==> config.mk <==
export PLATFORM = sky130hd
export DESIGN_NAME = hazard_ctrl
export DESIGN_NICKNAME = d
export VERILOG_FILES = /design/src/rtl/hazard_ctrl.sv
export SDC_FILE = /design/constraint.sdc
export NUM_CORES = 1
export LEC_CHECK = 0
export CAP_MARGIN = 20
export CORE_MARGIN = 5
export CORE_UTILIZATION = 58
export DETAILED_ROUTE_END_ITERATION = 6
export DONT_BUFFER_PORTS = 1
export GPL_ROUTABILITY_DRIVEN = 1
export PLACE_DENSITY = 0.74
export SYNTH_ARGS = -nofsm -noshare
export SYNTH_HDL_FRONTEND = slang
export SYNTH_SLANG_ARGS = --single-unit
==> constraint.sdc <==
create_clock -name CLK -period 5.5 [get_ports CLK]
set_input_delay 0.275 -clock CLK [delete_from_list [all_inputs] [get_ports CLK]]
set_output_delay 0.275 -clock CLK [all_outputs]
set_load 0.005 [all_outputs]
==> src/rtl/hazard_ctrl.sv <==
// Pipeline control for the 5-stage MIPS datapath: enables/flushes for each pipeline register plus PC enable.
// Controls are combinational from the current state and inputs; halt, the state and the counters are registered.
module hazard_ctrl #(
  parameter int CNT_W = 16
) (
  input  logic             CLK,
  input  logic             nRST,
  input  logic             ihit,
  input  logic             dhit,
  input  logic             mem_dREN,
  input  logic             mem_dWEN,
  input  logic             mem_halt,
  input  logic             branch_taken,
  input  logic             jump_id,
  input  logic             ex_dREN,
  input  logic [4:0]       ex_rt,
  input  logic [4:0]       id_rs,
  input  logic [4:0]       id_rt,
  output logic             pc_en,
  output logic             IF_EN,
  output logic             ID_EN,
  output logic             EX_EN,
  output logic             MEM_EN,
  output logic             IF_FLUSH,
  output logic             ID_FLUSH,
  output logic             EX_FLUSH,
  output logic             MEM_FLUSH,
  output logic             halt,
  output logic [CNT_W-1:0] stall_cnt,
  output logic [CNT_W-1:0] flush_cnt
);

  typedef enum logic [1:0] {
    RUN     = 2'd0,
    MEMWAIT = 2'd1,
    HALTED  = 2'd2
  } state_t;

  state_t state, next_state;

  logic mem_busy;
  logic load_use;
  logic redirect;

  assign mem_busy = (mem_dREN | mem_dWEN) & ~dhit;
  assign load_use = ex_dREN & (ex_rt != 5'd0) & ((ex_rt == id_rs) | (ex_rt == id_rt));
  // A branch only redirects once any memory wait ahead of it has resolved.
  assign redirect = (state != HALTED) & ~mem_busy & ~mem_halt & branch_taken;

  always_ff @(posedge CLK or negedge nRST) begin
    if (!nRST) begin
      state <= RUN;
    end else begin
      state <= next_state;
    end
  end

  always_comb begin
    next_state = state;
    case (state)
      RUN, MEMWAIT: begin
        if (mem_busy) begin
          next_state = MEMWAIT;
        end else if (mem_halt) begin
          next_state = HALTED;
        end else begin
          next_state = RUN;
        end
      end
      HALTED:  next_state = HALTED;
      default: next_state = RUN;
    endcase
  end

  always_comb begin
    pc_en     = 1'b0;
    IF_EN     = 1'b0;
    ID_EN     = 1'b0;
    EX_EN     = 1'b0;
    MEM_EN    = 1'b0;
    IF_FLUSH  = 1'b0;
    ID_FLUSH  = 1'b0;
    EX_FLUSH  = 1'b0;
    MEM_FLUSH = 1'b0;
    if (!nRST) begin
      IF_FLUSH  = 1'b1;
      ID_FLUSH  = 1'b1;
      EX_FLUSH  = 1'b1;
      MEM_FLUSH = 1'b1;
    end else if (state != HALTED) begin
      if (mem_busy) begin
        MEM_FLUSH = 1'b1;
      end else if (mem_halt) begin
        // Let the halt retire into MEM/WB while squashing everything younger.
        IF_EN    = 1'b1;
        ID_EN    = 1'b1;
        EX_EN    = 1'b1;
        MEM_EN   = 1'b1;
        IF_FLUSH = 1'b1;
        ID_FLUSH = 1'b1;
        EX_FLUSH = 1'b1;
      end else if (branch_taken) begin
        pc_en    = 1'b1;
        IF_EN    = 1'b1;
        ID_EN    = 1'b1;
        EX_EN    = 1'b1;
        MEM_EN   = 1'b1;
        IF_FLUSH = 1'b1;
        ID_FLUSH = 1'b1;
        EX_FLUSH = 1'b1;
      end else if (load_use) begin
        ID_FLUSH = 1'b1;
        EX_EN    = 1'b1;
        MEM_EN   = 1'b1;
      end else if (jump_id) begin
        pc_en    = 1'b1;
        IF_EN    = 1'b1;
        ID_EN    = 1'b1;
        EX_EN    = 1'b1;
        MEM_EN   = 1'b1;
        IF_FLUSH = 1'b1;
      end else if (!ihit) begin
        IF_FLUSH = 1'b1;
        ID_EN    = 1'b1;
        EX_EN    = 1'b1;
        MEM_EN   = 1'b1;
      end else begin
        pc_en  = 1'b1;
        IF_EN  = 1'b1;
        ID_EN  = 1'b1;
        EX_EN  = 1'b1;
        MEM_EN = 1'b1;
      end
    end
  end

  assign halt = (state == HALTED);

  always_ff @(posedge CLK or negedge nRST) begin
    if (!nRST) begin
      stall_cnt <= '0;
      flush_cnt <= '0;
    end else begin
      if ((state != HALTED) && !pc_en && (stall_cnt != '1)) begin
        stall_cnt <= stall_cnt + CNT_W'(1);
      end
      if (redirect && (flush_cnt != '1)) begin
        flush_cnt <= flush_cnt + CNT_W'(1);
      end
    end
  end

endmodule

==> impl_metrics.ini, run 1 <==
[logic_synthesis]
ys_seq_elements = 34
ys_top_cells_by_count = dfrtp_1, xnor2_1, and3_1, nand2_1, xor2_1
synth.net_count = 192
synth_cell_types = 40
syn_area_per_cell_um2 = 11.3
synth.area.top_cells = dfrtp_1, xnor2_1, xor2_1
ys_seq_area_share_pct = 45.8
synth-main-ff-cell = dfrtp_1
yosys.area.top_type = dfrtp_1
async_flop_share_pct = 100
yosys_warnings = 0
syn_area_um2 = 1860
synth_top_area_share_pct = 45.8
synth-edff-count = 0
synth_cells = 165
synth.most_common_cell = dfrtp_1

[clock_network]
insertion_delay_ns = 0.33
ctsLongestPathBuffers = 2
clkTransAtPathRegs_ns = 0.11
h-tree-depth = 2
cts_made_buffers = 5
clock_sinks = 34
cts_setup_buffers = 0
ctsResizeCount = 0
cts_tree = done
root_buffer = clkbuf_4

[setup_path]
critPathMaxStageDelay_ns = 0.45
worstPathCellList = ha_1 -> and2_1 -> and3_1 -> a31oi_1 -> buf_4 -> and4_2 -> nand3_2 -> xnor2_1
cp-end-kind = flip-flop
worstPathRequired_ns = 5.72
worst_path_max_delay_cell = dfrtp_1
path_max_fanout = 10
worstPathArrival_ns = 2.54
timing_worst_setup_path_type = flip-flop to flip-flop
start_kind = flip-flop

[power]
ir_drop_mv = 0.156
leakagePower_nw = 0.866
power_density_nw_per_um2 = 341

[sta]
rsz0062_at_grt = no
skew_ns = 0.00738
fin_crit_sh_pct = 42.1
hold_viol = 0
layout_min_cycle_time_ns = 2.31
maxSlewHeadroom_pct = 76.1
worst_pin_slew_ns = 0.354
setup_viol = 0
maxSlewViolCount = 0
final.setup.tns_ns = 0
fin_ws_ns = 3.19
max_freq_ghz = 0.432

[drt]
drc = 0
vias_per_cell = 5.79
drt_pass1_iterations = 4
num_vias = 1256
wl_per_cell_um = 16.7
drt_wl_total_um = 3630
final_antenna_net_count = 0
first_iter_violations = 109

[die]
initial_core_util_pct = 60.8
core_um2 = 3050
dieHeight_um = 66.6
ios = 67
die_area_um2 = 4430
row_count = 20
die_w_um = 66.6

[finish]
drive_above_1_share_pct = 17.9
syn_to_final_growth_pct = 6.47
fin_nets = 199
n_antenna_cell = 0

[placed_design]
place_congestion = 0.800
dp_slack_ns = 2.74
dpl.hpwl_um = 2720
portBuffers = 0

[global_routing]
grt_use_total_pct = 18.4
grt_pass1_wl_um = 6240
use_met3_pct = 7.08
gr-usage-met2_pct = 29.7
grt_antenna_before_repair = 0
busiest_layer = met2
grt_overflow_total = 0
grt_max_degree = 35
grt_util_met1_pct = 22.3
grt_pass1_vias = 1407

[outcome]
status = complete, no violations

[hold_path]
hold_class = input pin to flip-flop

[run]
maxCapViolCount = 0
## per-layer routing
layer / wire length, µm / vias to the layer above
met5: 0 / -
met4: 36 / 0
met3: 367 / 4
met2: 1670 / 58
met1: 1560 / 604
li1: - / 590
## critical path: cells and delay by family (launching register included)
family                     cells  cell delay (ns)
DFF                            1             0.45
and+or+nand+nor                4             0.83
buffers and inverters          1             0.24
xor gates and xnor gates       1             0.13
adders and majority gates      1             0.23
AOI/OAI and AO/OA              1             0.33
## power breakdown
group	switching (mW)	total (mW)	internal, mW	leakage (nW)
Sequential	0.0605	0.357	0.297	0.453
Combinational	0.0926	0.172	0.0793	0.379
Clock	0.0828	0.144	0.0614	0.0343
Total	0.236	0.673	0.437	0.866
## area by class of cell
cell class	instances	area (µm²)
flip-flops and latches	34	851
clock inverters	2	12.5
inverters	5	18.8
multi-input cells	123	951
fillers	272	1080
well taps	44	55.1
repair buffers	3	37.5
clock buffers	6	51.3
## metrics by stage
| stage | std cells | hold WS (ns) | cell area (µm²) | util (%) | total power, mW |
|---|---|---|---|---|---|
| after floorplan | 165 | -0.0206 | 1860 | - | 0.495 |
| after CTS | 216 | 0.0948 | 1970 | 64.5 | 0.678 |
| after global routing | 217 | 0.101 | 1980 | 64.8 | 0.727 |
| after global placement | 206 | -0.0197 | 1880 | 61.4 | 0.513 |
| after detailed placement | 206 | -0.0197 | 1880 | 61.4 | 0.524 |
| final | 217 | 0.107 | 1980 | 64.8 | 0.673 |
## sequential cells by signal, summed over array words and instances (netlist names)
name and count:
stall_cnt 16, flush_cnt 16, state 2
## final timing paths
path / from / endpoint / depth (start not counted) / slack, ns
max: stall_cnt[0] / stall_cnt[11] / 8 / 3.19
min: mem_halt / state[1] / 1 / 0.11
max reg2reg: stall_cnt[0] / stall_cnt[11] / 8 / 3.19
min reg2reg: state[1] / state[0] / 1 / 0.44
max in group asynchronous: nRST / flush_cnt[0] / 2 / 4.93
min in group asynchronous: nRST / flush_cnt[13] / 2 / 0.39
## cell families after synthesis
family / count (synthesis) / share of synthesized area (%)
XOR/XNOR: 40 / 18.9
AND/OR/NAND/NOR: 63 / 22.0
multiplexers: 2 / 1.21
flip-flops: 34 / 45.8
AO/OA/AOI/OAI: 16 / 7.82
buffers and inverters: 8 / 2.96
adder cells (fa/ha/maj): 2 / 1.35
## cell usage in the layout, fill, tap and decap left out, drive strengths merged
master,n
dfrtp,34
xnor2,29
xor2,11
nand2,11
and3,11
nand4,10
nand3,10
nor2,7
clkbuf,6
inv,5
o21ai,5
and4,4
and2,3
nor3,2
nor2b,2
a21oi,2
ha,2
mux2,2
buf,2
o21bai,1
a31o,1
a22oi,1
or4,1
o22ai,1
a211o,1
a21o,1
o21a,1
a31oi,1
or3,1
a41oi,1
nand4b,1
clkinvlp,1
clkinv,1
dlygate4sd3,1
## what timing repair did
item | 4_1_cts | 5_1_grt
hold endpoints to repair | 34 | 0
hold buffers | 2 | 0
endpoints found under the setup margin | 0 | 0
Power figures use the tool's default switching activity.
==> run 2: changes to the inputs <==
- CORE_UTILIZATION: 58 -> 56
- clock period: 5.5 -> 2 ns (I/O delays scaled with it)
==> run 2 against run 1 <==
Via count rose by 5.8%. Sequential share of layout area fell by 3.4 points. Hold slack worse by 0.0083 ns. Largest cell class unchanged. Critical endpoint is now stall_cnt[1]. Core utilization grew 0.62 points. Highest routed layer unchanged. Largest power group unchanged.
==> impl_metrics.ini, run 2 (synthesized netlist as in run 1, its figures left out) <==
[clock_network]
cts_made_buffers = 5
cts_tree = done
clock_sinks = 34
h-tree-depth = 2
insertion_delay_ns = 0.34
ctsLongestPathBuffers = 2
clkTransAtPathRegs_ns = 0.10
root_buffer = clkbuf_4

[setup_path]
worstPathArrival_ns = 2.13
cp-end-kind = flip-flop
path_max_fanout = 5
r2r_start = stall_cnt[0]
start_kind = flip-flop
timing_worst_setup_path_type = flip-flop to flip-flop
worstPathRequired_ns = 2.23
cp-startpoint = stall_cnt[0]

[sta]
hold_viol = 0
whs_ns = 0.0989
max_freq_ghz = 0.525
maxSlewHeadroom_pct = 77.3
skew_ns = 0.00826
worst_pin_slew_ns = 0.337
setup_viol = 0
layout_min_cycle_time_ns = 1.90
fin_ws_ns = 0.0968
rsz0062_at_grt = no
final.setup.tns_ns = 0
maxSlewViolCount = 0
fin_crit_sh_pct = 95.2

[drt]
drt_pass1_iterations = 4
drc = 0
final_antenna_net_count = 0
vias_per_cell = 5.58
num_vias = 1329
drt_wl_total_um = 4040
wl_per_cell_um = 17.0
first_iter_violations = 85

[finish]
finalNonFillerCells = 238
fin_nets = 218
n_antenna_cell = 0
reg_top3 = flush_cnt (16), stall_cnt (16), state (2)
drive_above_1_share_pct = 25.5
syn_to_final_growth_pct = 15.6
final_common_cell = dfrtp_1
fin_util_pct = 65.4
final_cell_mix = dfrtp_1, xnor2_1, buf_4, xor2_1, nand2_1

[die]
row_count = 21
die_w_um = 67.6
initial_core_util_pct = 56.5
ios = 67
dieHeight_um = 67.6
die_area_um2 = 4570
core_um2 = 3280

[global_routing]
grt_pass1_vias = 1348
grt_max_degree = 35
grt_use_total_pct = 19.0
grt_overflow_total = 0
grt_pass1_wl_um = 6260
grt_antenna_before_repair = 0

[placed_design]
dpl.hpwl_um = 3110
portBuffers = 0
place_congestion = 0.799
dp.cells = 224
dp_slack_ns = 0.0157

[outcome]
status = complete, no violations

[power]
power_density_nw_per_um2 = 930
leakagePower_nw = 0.959
ir_drop_mv = 0.734

[hold_path]
hold_class = input pin to flip-flop
min_from = mem_dREN

[run]
maxCapViolCount = 0
==> run 2: changes by cell type in the layout (fill, tap and decap cells not counted), sizes merged <==
cell         change
buf             +16
clkbuf           +1
clkinvlp         -1
dlygate4sd3      +3
==> run 2: worst max-delay path, stage by stage, from the launching register on <==
cell and delay [ns]:
dfrtp_1 0.39, ha_1 0.20, and2_1 0.21, and3_4 0.21, a31oi_4 0.20, buf_4 0.16
nand2_1 0.10, mux2_1 0.32
==> run 2: repair_timing <==
| item | in CTS | in global routing |
|---|---|---|
| hold endpoints to repair | 36 | 0 |
| pin swaps | 0 | 1 |
| buffers inserted | 0 | 1 |
| gates resized for setup | 1 | 3 |
| hold buffers | 5 | 0 |
| endpoints found under the setup margin | 1 | 2 |
==> run 2: final cells by class <==
class,instances,area (µm²)
inverters,5,18.8
fillers,272,1140
repair buffers,22,188
clock buffers,7,55.1
well taps,46,57.6
clock inverters,1,5.00
flip-flops and latches,34,851
multi-input cells,123,972
==> run 2: report_power, final <==
group          internal [mW]  switching (mW)  leakage (nW)
Combinational          0.325           0.326         0.471
Clock                  0.170           0.229        0.0353
Sequential             0.816           0.129         0.453
==> run 2: worst paths after layout <==
kind,to,slack [ns],depth (start not counted)
max,stall_cnt[1],0.1,7
min,state[1],0.1,2
max reg2reg,stall_cnt[1],0.1,7
min reg2reg,state[0],0.43,1
max in group asynchronous,stall_cnt[10],1.63,2
min in group asynchronous,flush_cnt[3],0.20,2
==> run 2: per-stage QoR <==
| step | area [µm²] | power, mW |
|---|---|---|
| floorplan | 1860 | 1.36 |
| global route | 2150 | 2.14 |
| CTS | 2120 | 1.99 |
| detailed placement | 2000 | 1.56 |
| global placement | 2000 | 1.52 |
| finish | 2150 | 2.00 |
==> run 2: routing by layer <==
layer | GRT usage, % | up-vias | share of wire, %
met5 | 0 | - | 0
met4 | 7.34 | 0 | 1.8
met3 | 9.82 | 8 | 8.7
met2 | 33.9 | 45 | 55
met1 | 18.3 | 647 | 35
li1 | - | 629 | -
